[src/rtl/neuron_mac.sv]
// Serial Q8.8 multiply-accumulate for one neuron: z = bias + sum(x*w), accumulated
// in Q16.16 and then floored and saturated back to a 16-bit Q8.8 result.
module neuron_mac #(
   parameter int N_INPUTS = 4
) (
   input  logic        clk,
   input  logic        reset,
   input  logic        start,
   input  logic [15:0] bias_in,
   input  logic [15:0] x_in,
   input  logic [15:0] w_in,
   input  logic        in_valid,
   output logic        in_ready,
   output logic [15:0] acc_out,
   output logic        done,
   output logic        busy
);

   typedef enum logic [1:0] {
      IDLE,
      ACCUM,
      SAT,
      DONE
   } state_t;

   localparam logic [8:0]         LAST_PAIR = 9'(N_INPUTS - 1);
   localparam logic signed [39:0] SAT_HI    = 40'sh0000800000;
   localparam logic signed [39:0] SAT_LO    = 40'shFFFF800000;

   state_t             state;
   logic [8:0]         count;
   logic signed [39:0] acc;
   logic signed [31:0] product;
   logic [15:0]        sat_value;

   assign product = $signed(x_in) * $signed(w_in);

   // Floor by dropping the 8 fraction bits; bounds are compared on the unshifted sum.
   always_comb begin
      sat_value = acc[23:8];
      if (acc >= SAT_HI) begin
         sat_value = 16'h7FFF;
      end else if (acc < SAT_LO) begin
         sat_value = 16'h8000;
      end
   end

   always_ff @(posedge clk or posedge reset) begin
      if (reset) begin
         state    <= IDLE;
         acc      <= '0;
         count    <= '0;
         acc_out  <= '0;
         done     <= 1'b0;
         busy     <= 1'b0;
         in_ready <= 1'b0;
      end else begin
         case (state)
            IDLE: begin
               if (start) begin
                  acc      <= {{16{bias_in[15]}}, bias_in, 8'h00};
                  count    <= '0;
                  busy     <= 1'b1;
                  in_ready <= 1'b1;
                  state    <= ACCUM;
               end
            end
            ACCUM: begin
               if (in_valid) begin
                  acc   <= acc + {{8{product[31]}}, product};
                  count <= count + 9'd1;
                  if (count == LAST_PAIR) begin
                     in_ready <= 1'b0;
                     state    <= SAT;
                  end
               end
            end
            SAT: begin
               acc_out <= sat_value;
               done    <= 1'b1;
               state   <= DONE;
            end
            DONE: begin
               done  <= 1'b0;
               busy  <= 1'b0;
               state <= IDLE;
            end
            default: begin
               state    <= IDLE;
               done     <= 1'b0;
               busy     <= 1'b0;
               in_ready <= 1'b0;
            end
         endcase
      end
   end

endmodule

[config.mk]
export PLATFORM = sky130hd
export DESIGN_NAME = neuron_mac
export DESIGN_NICKNAME = d
export VERILOG_FILES = /design/src/rtl/neuron_mac.sv
export SDC_FILE = /design/constraint.sdc
export NUM_CORES = 1
export LEC_CHECK = 0
export CORE_MARGIN = 3
export CORE_UTILIZATION = 55
export CTS_BUF_LIST = sky130_fd_sc_hd__clkbuf_4 sky130_fd_sc_hd__clkbuf_8
export DETAILED_ROUTE_END_ITERATION = 12
export HOLD_SLACK_MARGIN = 0.12
export PLACE_DENSITY = 0.83
export SYNTH_ARGS = -nofsm -noshare
export SYNTH_HDL_FRONTEND = slang
export SYNTH_SLANG_ARGS = --single-unit
[constraint.sdc]
create_clock -name clk -period 3.8 [get_ports clk]
set_clock_uncertainty 0.15 [all_clocks]
set_input_delay 0.76 -clock clk [delete_from_list [all_inputs] [get_ports clk]]
set_output_delay 0.76 -clock clk [all_outputs]
set_load 0.05 [all_outputs]
Yosys cells after proc, flatten, opt, wreduce, memory -nomap -nowiden
Index checks and enable logic that the tools add are counted.
{"block": "totals", "regBits": 70, "inputBits": 52, "word_cells": 45}
{"block": "op_classes", "add_sub_neg": 2, "mul": 1, "magnitude_cmp": 2, "eq_ne": 7, "mux": 18, "n_reduce_logical": 8}
{"op": "$mux 40", "n": 2}
{"op": "$pmux 40 s2", "n": 1}
{"op": "$add 40x40->40", "n": 1}
{"op": "$ge 40x25->1 const B", "n": 1}
{"op": "$lt 40x24->1 const B", "n": 1}
{"op": "$mul 16x16->32", "n": 1}
{"op": "$mux 16", "n": 2}
{"op": "$mux 9", "n": 2}
{"op": "$pmux 9 s2", "n": 1}
{"op": "$add 9x1->9 const B", "n": 1}
{"op": "$eq 9x2->1 const B", "n": 1}
{"op": "$pmux 2 s4", "n": 1}
{"op": "$mux 2", "n": 3}
{"op": "$ne 2x2->1 const B", "n": 3}
{"op": "$pmux 1 s2", "n": 3}
{"op": "$reduce_and 3->1", "n": 2}
{"op": "$reduce_bool 2->1", "n": 3}
{"op": "$eq 2x2->1 const B", "n": 2}
{"op": "$reduce_and 4->1", "n": 1}
{"op": "$mux 1", "n": 3}
{"op": "$eq 2x1->1 const B", "n": 1}
{"op": "$logic_not 2->1", "n": 1}
{"op": "$reduce_and 2->1", "n": 1}

Depth between registers and ports, before layout
{"block": "logic_depth", "depth_word": 4, "mapped_depth": 36, "mapped_depth_nobuf": 35}

Worst setup path after synthesis
OpenSTA, ideal clock, no wires.
{"block": "synth_timing", "kind": "input-to-reg", "start": "input w_in[7]", "end": "register acc[38]", "arrival_ps": 8038, "t_required_ps": 3518, "path_slack_ps": -4520, "cell_stages": 34, "path_buffers": 1, "cell_sequence": "clkbuf_1 -> nand2_1 -> fa_1 -> inv_1 -> fa_1 -> inv_1 -> fa_1 -> inv_1 -> fa_1 -> fa_1 -> inv_1 -> fa_1 -> inv_1 -> ha_1 -> or3_1 -> o211ai_2 -> o2bb2ai_2 -> o21a_1 -> nor2_1 -> o21bai_1 -> a21oi_1 -> xnor2_1 -> ha_1 -> a21o_1 -> a21o_1 -> a21o_1 -> a211oi_1 -> nor2_1 -> o21ai_0 -> a21boi_1 -> o41ai_1 -> a41oi_1 -> mux2i_1 -> o211ai_1"}
{"block": "synth_between", "elab_chain_cells": 4}
{"item": "from (decl)", "line": "11", "rtl": "input logic [15:0] w_in,"}
{"item": "$mul 16x16->32", "line": "36", "rtl": "assign product = $signed(x_in) * $signed(w_in);"}
{"item": "$add 40x40->40", "line": "70", "rtl": "acc <= acc + {{8{product[31]}}, product};"}
{"item": "$mux 40", "line": "69", "rtl": "if (in_valid) begin"}
{"item": "$pmux 40 s2", "line": "58", "rtl": "case (state)"}
{"item": "to (signal assigned)", "line": "61", "rtl": "acc <= {{16{bias_in[15]}}, bias_in, 8'h00};"}
{"item": "to (signal assigned)", "line": "70"}
{"item": "to (decl)", "line": "32", "rtl": "logic signed [39:0] acc;"}
Every way passes these cells. The select of a mux whose other input is x is not followed.
A chain may end at the register's enable or synchronous reset.

Final worst setup path
{"block": "layout_timing", "start": "input x_in[13]", "end": "register acc[32]"}
{"block": "layout_between", "elab_chain_cells": 4}
{"item": "from (decl)", "line": "10", "rtl": "input logic [15:0] x_in,"}
{"item": "$mul 16x16->32", "line": "36"}
{"item": "$add 40x40->40", "line": "70"}
{"item": "$mux 40", "line": "69"}
{"item": "$pmux 40 s2", "line": "58"}
Every way passes these cells. The select of a mux whose other input is x is not followed.

==> results.md <==
- #FFs+latches synth: 70
- Crit path kind: in -> reg
- Hpwl dp: 32800 um
- H-tree depth: 3
- Failing checks: negative setup slack
- Row Count: slightly below 60
- WP data arrival: 8.57 ns
- Post-synth EDFFs: 0
- Port buffer count: 70
- Fin Setup TNS: -129.97 ns
- Clock Path Buffers: 2
- First-pass GRT wire length: just under 80000 um
- DRT antenna net count: 0
- Die ar.: between 0.02 and 0.03 mm2
- Asr flop ratio synth: 100%
- Initial antenna violation count: 1
- Most common cell after layout, fill and taps aside: buf_4
- Worst-path clk slew: ~0.09 ns
- Synth Net Count: 2105
- Synth Instances: ~1700
- CP Buf/Inv Count: 8
- Outcome: finished, violations left
- Sink Count: 70
- Worst Hold Class: reg -> reg
- DRT iter0 DRCs: approximately 1800
- Most frequent CP cell: fa_1
- Worst path slowest cell: fa_2
- Worst-margin pin slew: roughly 0.99 ns
- Post-synthesis instance area: about 0.015 mm2
- Clock latency on the worst-skew pair: ~0.38 ns
- Max-slew violations: 0
- CTS buffer count: 9
- I/O pin cnt: 71
- Vias in the first global route: ~15000
- Core area: 0.0262 mm2
- Gr ovfl total: 0
- CTS root buffer: clkbuf_8
- Final Hold Viols: 0
- Die width: roughly 170 um
- Final setup margin: -4.68 ns
- Rel. slew slack: about a third
- Final setup violation count: 36
- CP Capture Type: flip-flop
- Avg Inst Size Synth: between 8 and 9 um2
- Finished Core Util: 80.0%
- Die H: about 170 um
- Tcrit/Tclk final: 223%
- NumNets Final: between 2000 and 3000
- Global Route Usage Sum: about 34%
- Area growth from synthesis to final layout: 42.2%
- Most frequent cells in the layout: buf_4, inv_1, fa_1
- Area leader, netlist: fa_1
- WP data required: about 3.9 ns
- Area contributors post-synth: fa_1, dfrtp_1, ha_1
- Min cycle time layout: 8.48 ns
- Placer Congestion: ~0.94
- Largest stage delay, worst path: 0.62 ns
- # Max-Cap Violations: 0
- Seq/Total Area, Yosys: a little under an eighth
- First drt pass iteration count: 9
- Initial Utilization: between 50% and 60%
- Max frequency: 118 MHz
- TritonCTS clock tree: built
- DR WL/cell: around 24 um
- Fin Hold WS: 0.370 ns
- Largest net degree at the start of global routing: just over 40
- Yosys top cell area share: a little over a third
- Ys Warns: 0
- RSZ-0062 raised after global routing: yes
- Drt drc: 0
- Crit-path leading delay family: adder cells
- Critical path launch point type: input pin
- Main flop type after synthesis: dfrtp_1
- WL final: between 50000 and 60000 um
- Crit path max fanout: 7
- Vias/cell: 6.24
- Routed via count: roughly 15000
- Share of cells above drive strength 1: between 30% and 40%
- Distinct cells, synth: 67
==> state kept, by name, summed over array words and instances (netlist names) <==
register	cells
done	1
state	2
busy	1
count	9
acc	40
in_ready	1
acc_out	16
==> layer usage <==
metal | global-route usage [%] | part of all wire [%] | vias up
met5 | 0 | 0 | -
met4 | 17.1 | 10 | 0
met3 | 6.20 | 10 | 532
met2 | 59.2 | 47 | 1336
met1 | 40.7 | 33 | 7145
li1 | - | - | 6028
==> path summary, 6_finish.rpt <==
| kind | start | to | slack, ns | cells past startpoint |
|---|---|---|---|---|
| setup / recovery | x_in[13] | acc[32] | -4.68 | 36 |
| hold / removal | acc[2] | acc[2] | 0.37 | 1 |
| setup reg to reg | acc[6] | acc[21] | 0.18 | 13 |
| hold reg to reg | acc[2] | acc[2] | 0.37 | 1 |
| max in group asynchronous | reset | acc[10] | 2.15 | 3 |
| min in group asynchronous | reset | state[0] | 0.67 | 2 |
==> metrics by stage <==
stage / setup WS [ns] / std cells / area, um2
final: -4.68 / 2412 / 21000
after global routing: -4.84 / 2412 / 21000
after CTS: -4.30 / 2382 / 20000
after detailed placement: -5.12 / 2291 / 18500
after global placement: -4.80 / 2291 / 18500
after floorplan: -4.02 / 1662 / 15700
==> worst reg2reg max path, delay by kind of cell (launching register included) <==
kind | cells | cell delay (ns)
buffers and inverters | 1 | 0.18
adder cells (fa/ha/maj) | 1 | 0.27
AO/OA/AOI/OAI | 8 | 2.11
flip-flops | 1 | 0.42
AND/OR/NAND/NOR | 2 | 0.24
XOR/XNOR | 1 | 0.12
==> final cells by class <==
cell class | instances | area (um2)
Antenna cell | 1 | 2.50
Timing Repair Buffer | 446 | 3990
Tap cell | 335 | 419
Clock inverter | 7 | 81.3
Fill cell | 1307 | 5240
Sequential cell | 70 | 1750
Multi-Input combinational cell | 1222 | 13400
Clock buffer | 9 | 124
Inverter | 322 | 1220
==> Yosys cell counts (all sizes together) (17+ instances only) <==
cell    number
a21o        40
a21oi      105
and2       126
dfrtp       70
o21ai       66
nor2        88
nand2      187
fa         263
xor2        21
xnor2       50
inv        322
clkbuf      42
ha         128
nand4       17
==> logic make-up after synthesis <==
logic type	Yosys count	share of synthesized area [%]
buffers and inverters	370	9.46
multiplexers	2	0.136
flip-flops	70	11.9
AO/OA/AOI/OAI	276	11.8
AND/OR/NAND/NOR	482	15.8
XOR/XNOR	71	4.35
adder cells (fa/ha/maj)	391	46.6
==> repair_timing <==
action	4_1_cts	5_1_grt
gates cloned	3	0
hold buffers	0	0
setup endpoints to repair	37	36
pin swaps	192	212
setup buffers	74	42
gates resized for setup	245	228
Power is left out: the tool's default activity adds up to more than one toggle a clock period on the data nets, which glitch-free logic cannot reach.
